==> src/rtl/press_count_hex.sv <==
// press_count_hex: synchronised, debounced up/down buttons driving an 8-bit hex count
// Optional auto-repeat on held buttons: define PRESS_COUNT_AUTOREPEAT_EN
module press_count_hex #(
    parameter int DEBOUNCE_LIMIT = 250000,
    parameter int REPEAT_DELAY   = 12500000,
    parameter int REPEAT_PERIOD  = 2500000
) (
    input  logic       i_Clk,
    input  logic       i_Rst_L,
    input  logic       i_Switch_Up,
    input  logic       i_Switch_Dn,
    output logic [3:0] o_Ones_Num,
    output logic [3:0] o_Tens_Num,
    output logic       o_Update
);
    localparam int DW = $clog2(DEBOUNCE_LIMIT);
    logic [1:0] raw, stable, press, ev;
    logic [7:0] count;
    logic inc, dec;
    assign raw = {i_Switch_Dn, i_Switch_Up};
    for (genvar g = 0; g < 2; g++) begin : g_sw
        logic meta, sync, st, st_q;
        logic [DW-1:0] cnt;
        // two-flop synchroniser, debouncer and previous debounced level for edge detection
        always_ff @(posedge i_Clk or negedge i_Rst_L) begin
            if (!i_Rst_L) begin
                meta <= 1'b0;
                sync <= 1'b0;
                st   <= 1'b0;
                st_q <= 1'b0;
                cnt  <= '0;
            end else begin
                meta <= raw[g];
                sync <= meta;
                st_q <= st;
                if (sync == st) begin
                    cnt <= '0;
                end else if (cnt == DW'(DEBOUNCE_LIMIT - 1)) begin
                    st  <= sync;
                    cnt <= '0;
                end else begin
                    cnt <= cnt + DW'(1);
                end
            end
        end
        assign stable[g] = st;
        assign press[g]  = st & ~st_q;
`ifdef PRESS_COUNT_AUTOREPEAT_EN
        localparam int RW = $clog2(REPEAT_DELAY > REPEAT_PERIOD ? REPEAT_DELAY : REPEAT_PERIOD);
        typedef enum logic [1:0] {IDLE, DELAY, REPEAT} rep_state_t;
        rep_state_t state, state_n;
        logic [RW-1:0] rcnt, rcnt_n;
        logic hold, rep;
        // a repeat is only allowed while this button alone is held
        assign hold = st & ~(&stable);
        // repeat state and cycle counter
        always_ff @(posedge i_Clk or negedge i_Rst_L) begin
            if (!i_Rst_L) begin
                state <= IDLE;
                rcnt  <= '0;
            end else begin
                state <= state_n;
                rcnt  <= rcnt_n;
            end
        end
        // next-state and repeat pulse generation
        always_comb begin
            state_n = state;
            rcnt_n  = rcnt + RW'(1);
            rep     = 1'b0;
            if (!hold) begin
                state_n = IDLE;
                rcnt_n  = '0;
            end else if (state == IDLE) begin
                state_n = press[g] ? DELAY : IDLE;
                rcnt_n  = '0;
            end else if (state == DELAY && rcnt == RW'(REPEAT_DELAY - 1)) begin
                state_n = REPEAT;
                rcnt_n  = '0;
                rep     = 1'b1;
            end else if (state == REPEAT && rcnt == RW'(REPEAT_PERIOD - 1)) begin
                rcnt_n  = '0;
                rep     = 1'b1;
            end
        end
        assign ev[g] = press[g] | rep;
`else
        assign ev[g] = press[g];
`endif
    end
    assign inc = ev[0] & ~ev[1];
    assign dec = ev[1] & ~ev[0];
    // count register; simultaneous up and down events cancel
    always_ff @(posedge i_Clk or negedge i_Rst_L) begin
        if (!i_Rst_L) begin
            count    <= 8'h00;
            o_Update <= 1'b0;
        end else begin
            count    <= inc ? count + 8'd1 : dec ? count - 8'd1 : count;
            o_Update <= inc | dec;
        end
    end
    assign o_Ones_Num = count[3:0];
    assign o_Tens_Num = count[7:4];
endmodule

==> config.mk <==
export PLATFORM = sky130hd
export DESIGN_NAME = press_count_hex
export DESIGN_NICKNAME = d
export VERILOG_FILES = /design/src/rtl/press_count_hex.sv
export SDC_FILE = /design/constraint.sdc
export NUM_CORES = 1
export LEC_CHECK = 0
export CORE_ASPECT_RATIO = 0.9
export CORE_MARGIN = 2
export CORE_UTILIZATION = 45
export CTS_CLUSTER_SIZE = 12
export DETAILED_ROUTE_END_ITERATION = 16
export MAX_ROUTING_LAYER = met4
export PLACE_DENSITY = 0.66
export SLEW_MARGIN = 20
export SYNTH_ARGS = -nofsm -noshare
export SYNTH_HDL_FRONTEND = slang
export SYNTH_SLANG_ARGS = --single-unit
==> constraint.sdc <==
create_clock -name i_Clk -period 2.1 [get_ports i_Clk]
set_input_delay 0.63 -clock i_Clk [delete_from_list [all_inputs] [get_ports i_Clk]]
set_output_delay 0.63 -clock i_Clk [all_outputs]
set_load 0.02 [all_outputs]
# Word level (Yosys, flattened, before mapping)
# Index checks and enable logic that the tools add are counted.
# word_totals
register_bits	53
inputBits	4
output_inout_bits	9
word_cells	40
# classes
add_sub_neg	4
n_eq_ne	4
n_mux	6
bitwise_logic	11
n_reduce_logical	3
# ops
cell	n
$mux 18	4
$add 18x1->18 const B	2
$eq 18x18->1 const B	2
$mux 8	2
$add 8x1->8 const B	1
$sub 8x1->8 const B	1
$not 1->1	6
$and 1x1->1	4
$reduce_and 2->1	2
$eq 1x1->1	2
$reduce_bool 2->1	1
$or 1x1->1	1

# Logic depth before layout (Yosys ltp)
# depth
ltp_word	6
mapped_depth	8
depth_no_buf	8

# Worst setup path before layout
# No wires, ideal clock.
# synth_path
kind	reg-to-reg
from	register g_sw[0].st
to	register count[7]
setup_ns	0.087
arrival_time_ns	2.177
required_ns	2.013
slack_ns	-0.163
path_stages_with_launch	9
path_buffers	0
synth_period_minus_slack_ns	2.263
path_cell_list	dfrtp_1 nor2b_1 ha_1 inv_1 ha_1 a211oi_1 nor2_1 or4_1 o211ai_1
# synth_between
elab_chain_len	4
word_cells_on_any_way	6
cone_classes	1 x mux; 4 x bitwise; 1 x reduce/logical
# synth_rtl
element	line	source
start: declaration	22	logic meta, sync, st, st_q;
start signal: assignment	39	st <= sync;
$and 1x1->1 *	47	assign press[g] = st & ~st_q;
$not 1->1	92	assign dec = ev[1] & ~ev[0];
$and 1x1->1	92	
$reduce_bool 2->1 (no source line)	--	
end signal: assignment	99	count <= inc ? count + 8'd1 : dec ? count - 8'd1 : count;
end: declaration	18	logic [7:0] count;
# Every way passes the cells marked *; elsewhere a longest branch is shown, timed or not.
# A chain may end at the register's enable or synchronous reset.

# Final worst setup path
# layout_path
from	register g_sw[1].st_q
to	register count[7]
# layout_between
elab_chain_len	5
word_cells_on_any_way	7
cone_classes	1 x mux; 5 x bitwise; 1 x reduce/logical
# layout_rtl
element	line	source
start: declaration	22	
start signal: assignment	35	st_q <= st;
$not 1->1 *	47	
$and 1x1->1 *	47	
$not 1->1	91	assign inc = ev[0] & ~ev[1];
$and 1x1->1	91	
$mux 8 or $reduce_bool 2->1 (tied branches)	--	
# Marks and branches as above.

==> flow_metrics.env <==
export IMPL_worstMarginPinSlew_ns=0.433
export IMPL_first_iter_violations=77
export IMPL_synth_simple_area_share_pct=23.3
export IMPL_wl_per_cell_um=15.2
export IMPL_cp_data_required_time_ns=2.33
export IMPL_grt_use_met3_pct=3.58
export IMPL_ys_seq_area_share_pct=48.4
export IMPL_synth_compound_area_share_pct=9.44
export IMPL_antenna_found_initial=0
export IMPL_cts_root_buf="clkbuf_8"
export IMPL_synthArstFlopShare_pct=100
export IMPL_synth_xor_area_share_pct=9.58
export IMPL_clock_path_buffers=2
export IMPL_routabilityCongestion=0.806
export IMPL_synth_fp_nets=289
export IMPL_use_met2_pct=27.8
export IMPL_grt_pass1_vias=2036
export IMPL_fin_cells=372
export IMPL_htreeDepth=2
export IMPL_tritoncts="yes"
export IMPL_skew_ns=0.00646
export IMPL_die_area_sq_um=6740
export IMPL_crit_fanout=8
export IMPL_fmax_mhz=488
export IMPL_fillCellCount=490
export IMPL_power_mw=1.83
export IMPL_synth_top_family_by_area="simple AND/OR/NAND/NOR gates"
export IMPL_grt_busiest_layer="met2"
export IMPL_rsz0062_at_grt="no"
export IMPL_dpl_instance_area_sq_um=3030
export IMPL_core_area_sq_um=5790
export IMPL_hold_path_class="primary input to asynchronous set/reset pin"
export IMPL_vias=2112
export IMPL_io_pins=13
export IMPL_grt_util_met1_pct=24.1
export IMPL_seq_area_sq_um=1330
export IMPL_viasPerCell=5.68
export IMPL_dr_pass1_iters=4
export IMPL_start_util_pct=47.4
export IMPL_synth_edf_count=0
export IMPL_leakagePower_nw=1.39
export IMPL_status="completed"
export IMPL_yosys_area_share_adder_pct=5.75
export IMPL_final_area_sq_um=3300
export IMPL_io_buffers=12
export IMPL_fin_crit_ns=2.05
export IMPL_final_nets=317
export IMPL_final_max_slew_viol_count=0
export IMPL_p_per_area_nw_per_um2=555
export IMPL_synthCells=273
export IMPL_ant_nets=0
export IMPL_diodes=0
export IMPL_grt_usage_pct=18.1
export IMPL_worstSetupEndpointType="flop"
export IMPL_postCtsHoldBufs=0
export IMPL_final_layout_size_suffix_gt1_share_pct=16.2
export IMPL_fin_crit_sh_pct=97.5
export IMPL_synthDistinctLibCells=36
export IMPL_arrival_ns=2.28
export IMPL_grt_ovfl_total=0
export IMPL_route_detailed_drc=0
export IMPL_ys_seq_elements=53
export IMPL_drv_cap=0
export IMPL_avgSynthCellArea_sq_um=10.0
export IMPL_routed_wl_um=5660
export IMPL_final_setup_viol_count=0
export IMPL_die_y_um=78.1
export IMPL_final_hold_viol_count=0
export IMPL_path_clk_slew_ns=0.09
export IMPL_clock_sinks=53
export IMPL_grt_pass1_wl_um=9430
export IMPL_multi_input_area_sq_um=1480
export IMPL_slew_headroom_pct=71.1
export IMPL_synthMuxAreaShare_pct=1.19
export IMPL_dp_cells=360
export IMPL_synth_ff_type="dfrtp_1"
export IMPL_peakVddDrop_v=0.000348
export IMPL_syn2layout_area_growth_pct=20.4
export IMPL_fp_dieW_um=86.3
export IMPL_clk_latency_ns=0.31
export IMPL_synth_area_sq_um=2740
export IMPL_hold_slack_ns=0.288
export IMPL_dpl_hpwl_um=3640
export IMPL_cts_buffers=5
export IMPL_grt_max_degree=54
export IMPL_fp_row_count=26
export IMPL_worstSetupPathType="flop to flop"
export IMPL_start_kind="flop"
export IMPL_yosys_warnings=0
## final timing paths
| path | startpoint | end | cells past startpoint | slack, ns |
|---|---|---|---|---|
| setup / recovery | g_sw[1].st_q | count[7] | 8 | 0.05 |
| hold / removal | i_Rst_L | g_sw[0].cnt[16] | 2 | 0.29 |
| setup reg to reg | g_sw[1].st_q | count[7] | 8 | 0.05 |
| hold reg to reg | g_sw[0].meta | g_sw[0].sync | 0 | 0.35 |
| max in group asynchronous | i_Rst_L | g_sw[0].cnt[0] | 2 | 1.55 |
| min in group i_Clk | g_sw[0].meta | g_sw[0].sync | 0 | 0.35 |
## Yosys cell counts, types with 3 or more instances
cell type	instances	area share, %
or4_1	6	1.6
o21ai_0	7	1.3
nand4_1	6	1.4
nor4_1	13	3.0
ha_1	11	5.0
xor2_1	13	4.2
nand2_1	23	3.1
a21oi_1	12	2.2
clkbuf_1	4	0.55
dfrtp_1	53	48
nand3_1	14	2.6
nor2_1	33	4.5
o31ai_1	9	2.5
inv_1	11	1.5
and2_1	3	0.68
or3_1	4	0.91
xnor2_1	17	5.4
nor3_1	7	1.3
## through the flow
stage          utilization (%)  TNS, ns  worst slack [ns]
2_1_floorplan                -        0           0.00541
3_3_place_gp              52.3        0            0.0406
3_5_place_dp              52.3  -0.0656           -0.0656
4_1_cts                   54.8        0          0.000935
5_1_grt                   57.0        0           0.00296
6_report                  57.0        0            0.0522
## report_power, final
part | switching (mW) | internal (mW) | leakage (nW)
combinational | 0.0405 | 0.0241 | 0.608
clock | 0.332 | 0.389 | 0.0585
sequential | 0.0130 | 1.03 | 0.726
total | 0.386 | 1.45 | 1.39
## state kept, by name (all words and copies together), names as in the netlist
name,count
g_sw.sync,2
g_sw.st,2
g_sw.st_q,2
o_Update,1
count,8
g_sw.meta,2
g_sw.cnt,36
## logic make-up (layout without fill, tap and decap cells)
group	count (synthesis)	after routing
AOI/OAI and AO/OA	35	35
xor gates and xnor gates	30	30
adders and majority gates	12	12
buffers and inverters	17	46
DFF	53	53
muxes	3	3
and+or+nand+nor	123	123
## cell type report
type                       instances  share of cell area [%]
clock buffer                       7                    2.61
sequential                        53                    40.2
inverter                          11                    1.48
multi-input combinational        203                    44.8
timing repair buffer              27                    7.35
tap                               70                    2.65
clock inverter                     1                   0.909
## critical path, cell delays in order, from the launching register on
cell and delay [ns]:
dfrtp_1 0.36, nand2b_1 0.17, ha_4 0.19, inv_8 0.10, ha_4 0.23, a21oi_4 0.21
a21oi_4 0.09, or4_1 0.51, o211ai_1 0.10
## placed cells by master, fill, tap and decap left out, drive strengths merged, types with 3 or more instances in the layout
cell type      instances
dfrtp                 53
nor2                  33
nand2                 23
xnor2                 17
buf                   16
nand3                 14
nor4                  13
xor2                  13
a21oi                 12
inv                   11
ha                    11
clkdlybuf4s50         10
o31ai                  9
nand4                  8
nor3                   7
o21ai                  7
clkbuf                 7
or4                    6
or3                    5
and2                   3
## routing by layer
metal  share of wire [%]  vias to the layer above
met2                  47                       52
met4                 2.4                        0
li1                    -                     1025
met5                   0                        -
met1                  46                     1021
met3                 3.9                       14
## what timing repair did
item,CTS,global route
gates resized for setup,5,20
endpoints found under the setup margin,1,4
buffers inserted,1,3
hold endpoints to repair,0,0
pin swaps,2,7
(Power assumes the default switching activity.)
